$ cat config.mk
export PLATFORM = sky130hd
export DESIGN_NAME = coin_front_end
export DESIGN_NICKNAME = d
export VERILOG_FILES = /design/src/rtl/coin_front_end.sv
export SDC_FILE = /design/constraint.sdc
export NUM_CORES = 1
export LEC_CHECK = 0
export CAP_MARGIN = 25
export CORE_MARGIN = 2
export CORE_UTILIZATION = 65
export CTS_CLUSTER_SIZE = 30
export DETAILED_ROUTE_END_ITERATION = 12
export DONT_BUFFER_PORTS = 1
export PLACE_DENSITY = 0.81
export REMOVE_ABC_BUFFERS = 1
export SLEW_MARGIN = 15
export SYNTH_ARGS = -nofsm -noshare
export SYNTH_HDL_FRONTEND = slang
export SYNTH_SLANG_ARGS = --single-unit
$ cat constraint.sdc
create_clock -name clk -period 3.1 [get_ports clk]
set_input_delay 0.62 -clock clk [delete_from_list [all_inputs] [get_ports clk]]
set_output_delay 0.62 -clock clk [all_outputs]
set_load 0.01 [all_outputs]
$ cat src/rtl/coin_front_end.sv
// Coin front end: sync + debounce two coin sensors, queue coins, emit one-cycle codes on x.
// Latency: raw first sampled at edge k -> enqueue at k+2+D -> x valid after edge k+3+D (empty queue).
// Backpressure: none upstream; coins arriving when disabled or full are returned via coin_return.
module coin_front_end #(
  parameter int DEBOUNCE_CYCLES = 4,
  parameter int FIFO_DEPTH      = 4,
  parameter int GAP_CYCLES      = 1
) (
  input  logic                          clk,
  input  logic                          rst,
  input  logic                          coin5_raw,
  input  logic                          coin10_raw,
  input  logic                          accept_en,
  output logic [1:0]                    x,
  output logic [$clog2(FIFO_DEPTH):0]   fifo_count,
  output logic                          coin_return,
  output logic [1:0]                    return_code
);

  localparam int AW  = $clog2(FIFO_DEPTH);
  localparam int CW  = AW + 1;
  localparam int DCW = $clog2(DEBOUNCE_CYCLES);
  localparam int GW  = (GAP_CYCLES > 1) ? $clog2(GAP_CYCLES) : 1;

  localparam logic [DCW-1:0] CNT_LAST = DCW'(DEBOUNCE_CYCLES - 1);
  localparam logic [GW-1:0]  GAP_LAST = (GAP_CYCLES > 0) ? GW'(GAP_CYCLES - 1) : '0;

  localparam logic [1:0] CODE_NONE = 2'b00;
  localparam logic [1:0] CODE_5    = 2'b01;
  localparam logic [1:0] CODE_10   = 2'b10;

  typedef enum logic [1:0] {ST_IDLE, ST_EMIT, ST_GAP} emit_st_e;

  // Bit 0 tracks the 5-unit line, bit 1 the 10-unit line.
  logic [1:0]     meta_q, sync_q;
  logic [1:0]     stable_q, stable_d, stable_dly_q;
  logic [DCW-1:0] cnt_q [2];
  logic [DCW-1:0] cnt_d [2];
  logic [1:0]     coin_ev;

  logic           pend10_q, pend10_d;
  logic           coin_vld;
  logic [1:0]     coin_code;
  logic           push, reject, pop;

  logic [1:0]     mem_q [FIFO_DEPTH];
  logic [AW-1:0]  wr_ptr_q, rd_ptr_q;
  logic [CW-1:0]  count_q, count_d;

  logic           ret_q;
  logic [1:0]     ret_code_q;

  emit_st_e       state_q;
  logic [GW-1:0]  gap_cnt_q;
  logic [1:0]     x_q;
  logic           emit_ready;

  // Debounce: a line's stable level flips only after DEBOUNCE_CYCLES consecutive differing samples.
  always_comb begin
    stable_d = stable_q;
    for (int i = 0; i < 2; i++) begin
      cnt_d[i] = '0;
      if (sync_q[i] != stable_q[i]) begin
        if (cnt_q[i] == CNT_LAST) begin
          stable_d[i] = sync_q[i];
        end else begin
          cnt_d[i] = cnt_q[i] + DCW'(1);
        end
      end
    end
  end

  assign coin_ev = stable_q & ~stable_dly_q;

  // Synchroniser, debounce state and rising-edge history for both lines.
  always_ff @(posedge clk) begin
    if (rst) begin
      meta_q       <= '0;
      sync_q       <= '0;
      stable_q     <= '0;
      stable_dly_q <= '0;
      cnt_q        <= '{default: '0};
    end else begin
      meta_q       <= {coin10_raw, coin5_raw};
      sync_q       <= meta_q;
      stable_q     <= stable_d;
      stable_dly_q <= stable_q;
      cnt_q        <= cnt_d;
    end
  end

  // Arbitrate one coin per cycle: 5 wins a tie, the 10 waits one cycle in pend10.
  always_comb begin
    coin_vld  = 1'b0;
    coin_code = CODE_NONE;
    pend10_d  = pend10_q;
    if (coin_ev[0]) begin
      coin_vld  = 1'b1;
      coin_code = CODE_5;
      pend10_d  = pend10_q | coin_ev[1];
    end else if (pend10_q || coin_ev[1]) begin
      coin_vld  = 1'b1;
      coin_code = CODE_10;
      pend10_d  = 1'b0;
    end
  end

  // Room is judged on the count at the start of the cycle, so a same-cycle pop never frees a slot.
  assign push   = coin_vld && accept_en && (count_q < CW'(FIFO_DEPTH));
  assign reject = coin_vld && !push;

  // The emitter may load a new code when idle, straight after a code if there is no gap,
  // or on the last gap cycle, so x shows exactly GAP_CYCLES zero cycles between codes.
  assign emit_ready = (state_q == ST_IDLE) ||
                      ((state_q == ST_EMIT) && (GAP_CYCLES == 0)) ||
                      ((state_q == ST_GAP) && (gap_cnt_q == GAP_LAST));
  assign pop        = emit_ready && (count_q != '0);

  // Occupancy follows push/pop; a simultaneous push and pop leaves it unchanged.
  always_comb begin
    count_d = count_q;
    case ({push, pop})
      2'b10:   count_d = count_q + CW'(1);
      2'b01:   count_d = count_q - CW'(1);
      default: count_d = count_q;
    endcase
  end

  // Queue storage carries no reset; validity is tracked by the pointers and count.
  always_ff @(posedge clk) begin
    if (push) begin
      mem_q[wr_ptr_q] <= coin_code;
    end
  end

  // Queue control, pending-10 flag and the registered coin-return pulse.
  always_ff @(posedge clk) begin
    if (rst) begin
      wr_ptr_q   <= '0;
      rd_ptr_q   <= '0;
      count_q    <= '0;
      pend10_q   <= 1'b0;
      ret_q      <= 1'b0;
      ret_code_q <= CODE_NONE;
    end else begin
      pend10_q   <= pend10_d;
      count_q    <= count_d;
      if (push) begin
        wr_ptr_q <= wr_ptr_q + AW'(1);
      end
      if (pop) begin
        rd_ptr_q <= rd_ptr_q + AW'(1);
      end
      ret_q      <= reject;
      ret_code_q <= reject ? coin_code : CODE_NONE;
    end
  end

  // Emitter FSM: one cycle of code on x per popped coin, followed by the enforced gap.
  always_ff @(posedge clk) begin
    if (rst) begin
      state_q   <= ST_IDLE;
      gap_cnt_q <= '0;
      x_q       <= CODE_NONE;
    end else if (pop) begin
      x_q     <= mem_q[rd_ptr_q];
      state_q <= ST_EMIT;
    end else begin
      x_q <= CODE_NONE;
      case (state_q)
        ST_EMIT: begin
          gap_cnt_q <= '0;
          state_q   <= (GAP_CYCLES > 0) ? ST_GAP : ST_IDLE;
        end
        ST_GAP: begin
          if (gap_cnt_q == GAP_LAST) begin
            state_q <= ST_IDLE;
          end else begin
            gap_cnt_q <= gap_cnt_q + GW'(1);
          end
        end
        default: state_q <= ST_IDLE;
      endcase
    end
  end

  assign x           = x_q;
  assign fifo_count  = count_q;
  assign coin_return = ret_q;
  assign return_code = ret_code_q;

endmodule
==> out/metrics.yaml <==
postCtsSetupBuffers: 0
cp-startpoint: "fifo_count[2]$_SDFFE_PP0P_"
antenna_found_initial: 0
synth_xor_area_share_pct: 2.52
vias: 834
crit_path_start_kind: "register"
final_hold_viol_count: 0
route.detailed.drc: 0
worstSetupPathType: "register to register"
syn_avg_cell_area_um2: 11.3
status: "completed"
clock-sinks: 34
yosys_warnings: 0
synth_cell_type_count: 34
relSlewSlack_pct: 74.7
rows: 16
swShare_pct: 28.7
muxShareOfSynthArea_pct: 5.50
final_cells: 156
grt_start_max_net_pins: 27
chipHeight_um: 50.2
rrSetupSlack_ps: 790
synth_top_family_by_area: "simple AND/OR/NAND/NOR gates"
hold_buffers: 0
p_sw_mw: 0.302
holdWs_ps: 356
avgViaCountPerCell: 5.35
ys_ff_latch: 34
wl_per_cell_um: 12.9
synth_seq_area_share_pct: 54.8
grt_overflow: 0
dp_hpwl_mm: 1.46
power_frac_comb_pct: 21.0
setup_tns_ps: 0
wirelength_mm: 2.01
place.gp.congestion: 0.762
tightest_slew_ps: 379
die_w_um: 50.2
diodes: 0
period_minus_slack_ps: 2310
rsz0062_at_grt: "no"
htreeDepth: 2
ios: 13
synth-simple-area-share_pct: 21.8
numCtsBuffers: 5
intPower_mw: 0.752
drtPass1Iterations: 4
cts-root-buf: "clkbuf_4"
setup.worst_path.end_class: "register"
drtIter0Drc: 9
max_freq_mhz: 433
synth_fa_ha_area_share_pct: 7.75
clock_path_buffers: 2
powerDensity_nw_per_um2: 706
clk_latency_ps: 320
synthCells: 123
worst-path-max-fanout: 6
dieArea_um2: 2520
finalCritPeriodShare_pct: 74.5
port_buffers: 0
p_leak_nw: 0.561
cp.required_ps: 3350
maxCapViolations: 0
cp.arrival_ps: 2560
cts.clk_slew.worst_paths_ps: 110
drv_slew: 0
cts_tree: "done"
r2r-start: "fifo_count[2]$_SDFFE_PP0P_"
area_delta_synth_final_pct: 7.57
grt_util_all_layers_pct: 18.8
antenna_left: 0
syn-cell-area_um2: 1390
drive_above_1_share_pct: 12.4
grt_pass1_vias: 847
core_area_um2: 1980
start_util_pct: 70.0
synth-compound-area-share_pct: 4.24
hp-start: "rst"
finalSetupViolations: 0
pwr-share-clk_pct: 28.0
fin_skew_ps: 14.0
p_seq_share_pct: 51.0
hp-class: "input pin to register"
ir_drop_mv: 0.437
dp_cells: 148
grt_pass1_wl_mm: 3.41
nNetsFinal: 141
ctsResizeCount: 0
metrics by stage:
step / setup WS, ps / util [%] / total power, mW / area [um^2]
after CTS: 776 / 75.3 / 1.06 / 1490
after global placement: 864 / 71.3 / 0.750 / 1410
final: 790 / 75.3 / 1.05 / 1490
after floorplan: 914 / - / 0.725 / 1380
after global routing: 679 / 75.3 / 1.12 / 1490
after detailed placement: 770 / 71.3 / 0.770 / 1410
worst max-delay path, cell delays in order, from the launching register on:
cell and delay (ps):
dfxtp_1 490, nor3_2 100, or2_2 340, inv_1 80, ha_1 170, inv_1 60
fa_1 380, xor2_1 160, or3_1 320, a21oi_1 140
cell usage after synthesis:
| master | n | area share (%) |
|---|---|---|
| nor3_2 | 1 | 0.72 |
| or2_2 | 1 | 0.45 |
| nor2_1 | 14 | 3.8 |
| o21ai_0 | 2 | 0.72 |
| dfxtp_1 | 26 | 38 |
| o31a_1 | 1 | 0.63 |
| ha_1 | 7 | 6.3 |
| nand4b_1 | 2 | 1.3 |
| mux4_2 | 2 | 3.2 |
| nor3_1 | 1 | 0.36 |
| nand2_1 | 2 | 0.54 |
| nor2b_1 | 11 | 5.0 |
| nand3_1 | 2 | 0.72 |
| inv_2 | 1 | 0.27 |
| a21oi_1 | 3 | 1.1 |
| buf_2 | 1 | 0.36 |
| nor3b_1 | 2 | 1.1 |
| or3_1 | 4 | 1.8 |
| fa_1 | 1 | 1.4 |
| a211oi_1 | 1 | 0.54 |
| and2_1 | 4 | 1.8 |
| and2b_1 | 1 | 0.54 |
| nor4_1 | 1 | 0.45 |
| nor3b_2 | 2 | 1.8 |
| edfxtp_1 | 8 | 17 |
| nand2b_1 | 2 | 0.90 |
| xor2_1 | 2 | 1.3 |
| clkbuf_1 | 1 | 0.27 |
| mux2i_1 | 2 | 1.4 |
| inv_1 | 9 | 2.4 |
| o311ai_0 | 2 | 1.3 |
| xnor2_1 | 2 | 1.3 |
| mux2_2 | 1 | 0.81 |
| nand2b_2 | 1 | 0.63 |
state kept, by name, summed over array words and instances (netlist names), 2 cells and up:
name,count
x,2
stable_dly_q,2
meta_q,2
fifo_count,3
mem_q,8
wr_ptr_q,2
cnt_q,4
return_code,2
rd_ptr_q,2
stable_q,2
sync_q,2
cell type report:
class / instances / area, um^2
clock buffers: 8 / 80.1
fillers: 146 / 489
inverters: 10 / 37.5
multi-input cells: 77 / 581
flip-flops and latches: 34 / 761
well taps: 27 / 33.8
per-layer routing:
layer | track usage [%] | share of wire, %
met5 | 0 | 0
met1 | 20.2 | 44
met4 | 8.33 | 0.75
met2 | 32.7 | 51
met3 | 6.85 | 3.9
power groups by stage:
stage / clock network, mW / logic, mW / registers, mW
floorplan: 0 / 0.186 / 0.539
global placement: 0 / 0.204 / 0.546
detailed placement: 0 / 0.221 / 0.549
CTS: 0.302 / 0.223 / 0.539
global route: 0.321 / 0.251 / 0.546
finish: 0.295 / 0.221 / 0.538
kinds of logic (layout without fill, tap and decap cells):
group	count (synthesis)	after routing
muxes	5	5
AOI/OAI and AO/OA	9	9
DFF	34	34
adders and majority gates	8	8
xor gates and xnor gates	4	4
buffers and inverters	12	18
and+or+nand+nor	51	51
cells in the final DEF, fill, tap and decap left out, types with 2 or more instances in the layout:
| cell | count |
|---|---|
| nand4b_1 | 2 |
| nor2b_1 | 11 |
| o21ai_0 | 2 |
| a21oi_1 | 3 |
| dfxtp_1 | 26 |
| or3_1 | 4 |
| nor3b_2 | 2 |
| edfxtp_1 | 8 |
| o311ai_0 | 2 |
| and2_1 | 4 |
| xor2_1 | 2 |
| nor3b_1 | 2 |
| inv_1 | 9 |
| mux2i_1 | 2 |
| nand2b_1 | 2 |
| mux4_2 | 2 |
| clkbuf_4 | 5 |
| nand2_1 | 2 |
| nor2_1 | 14 |
| nand3_1 | 2 |
| xnor2_1 | 2 |
| ha_1 | 7 |
worst paths after layout:
path,end,cells past startpoint
setup / recovery,fifo_count[2]$_SDFFE_PP0P_,9
hold / removal,x[0]$_SDFF_PP0_,1
hold reg to reg,pend10_q$_SDFFE_PP0N_,1
setup reg to reg,fifo_count[2]$_SDFFE_PP0P_,9
Power figures use the tool's default switching activity.
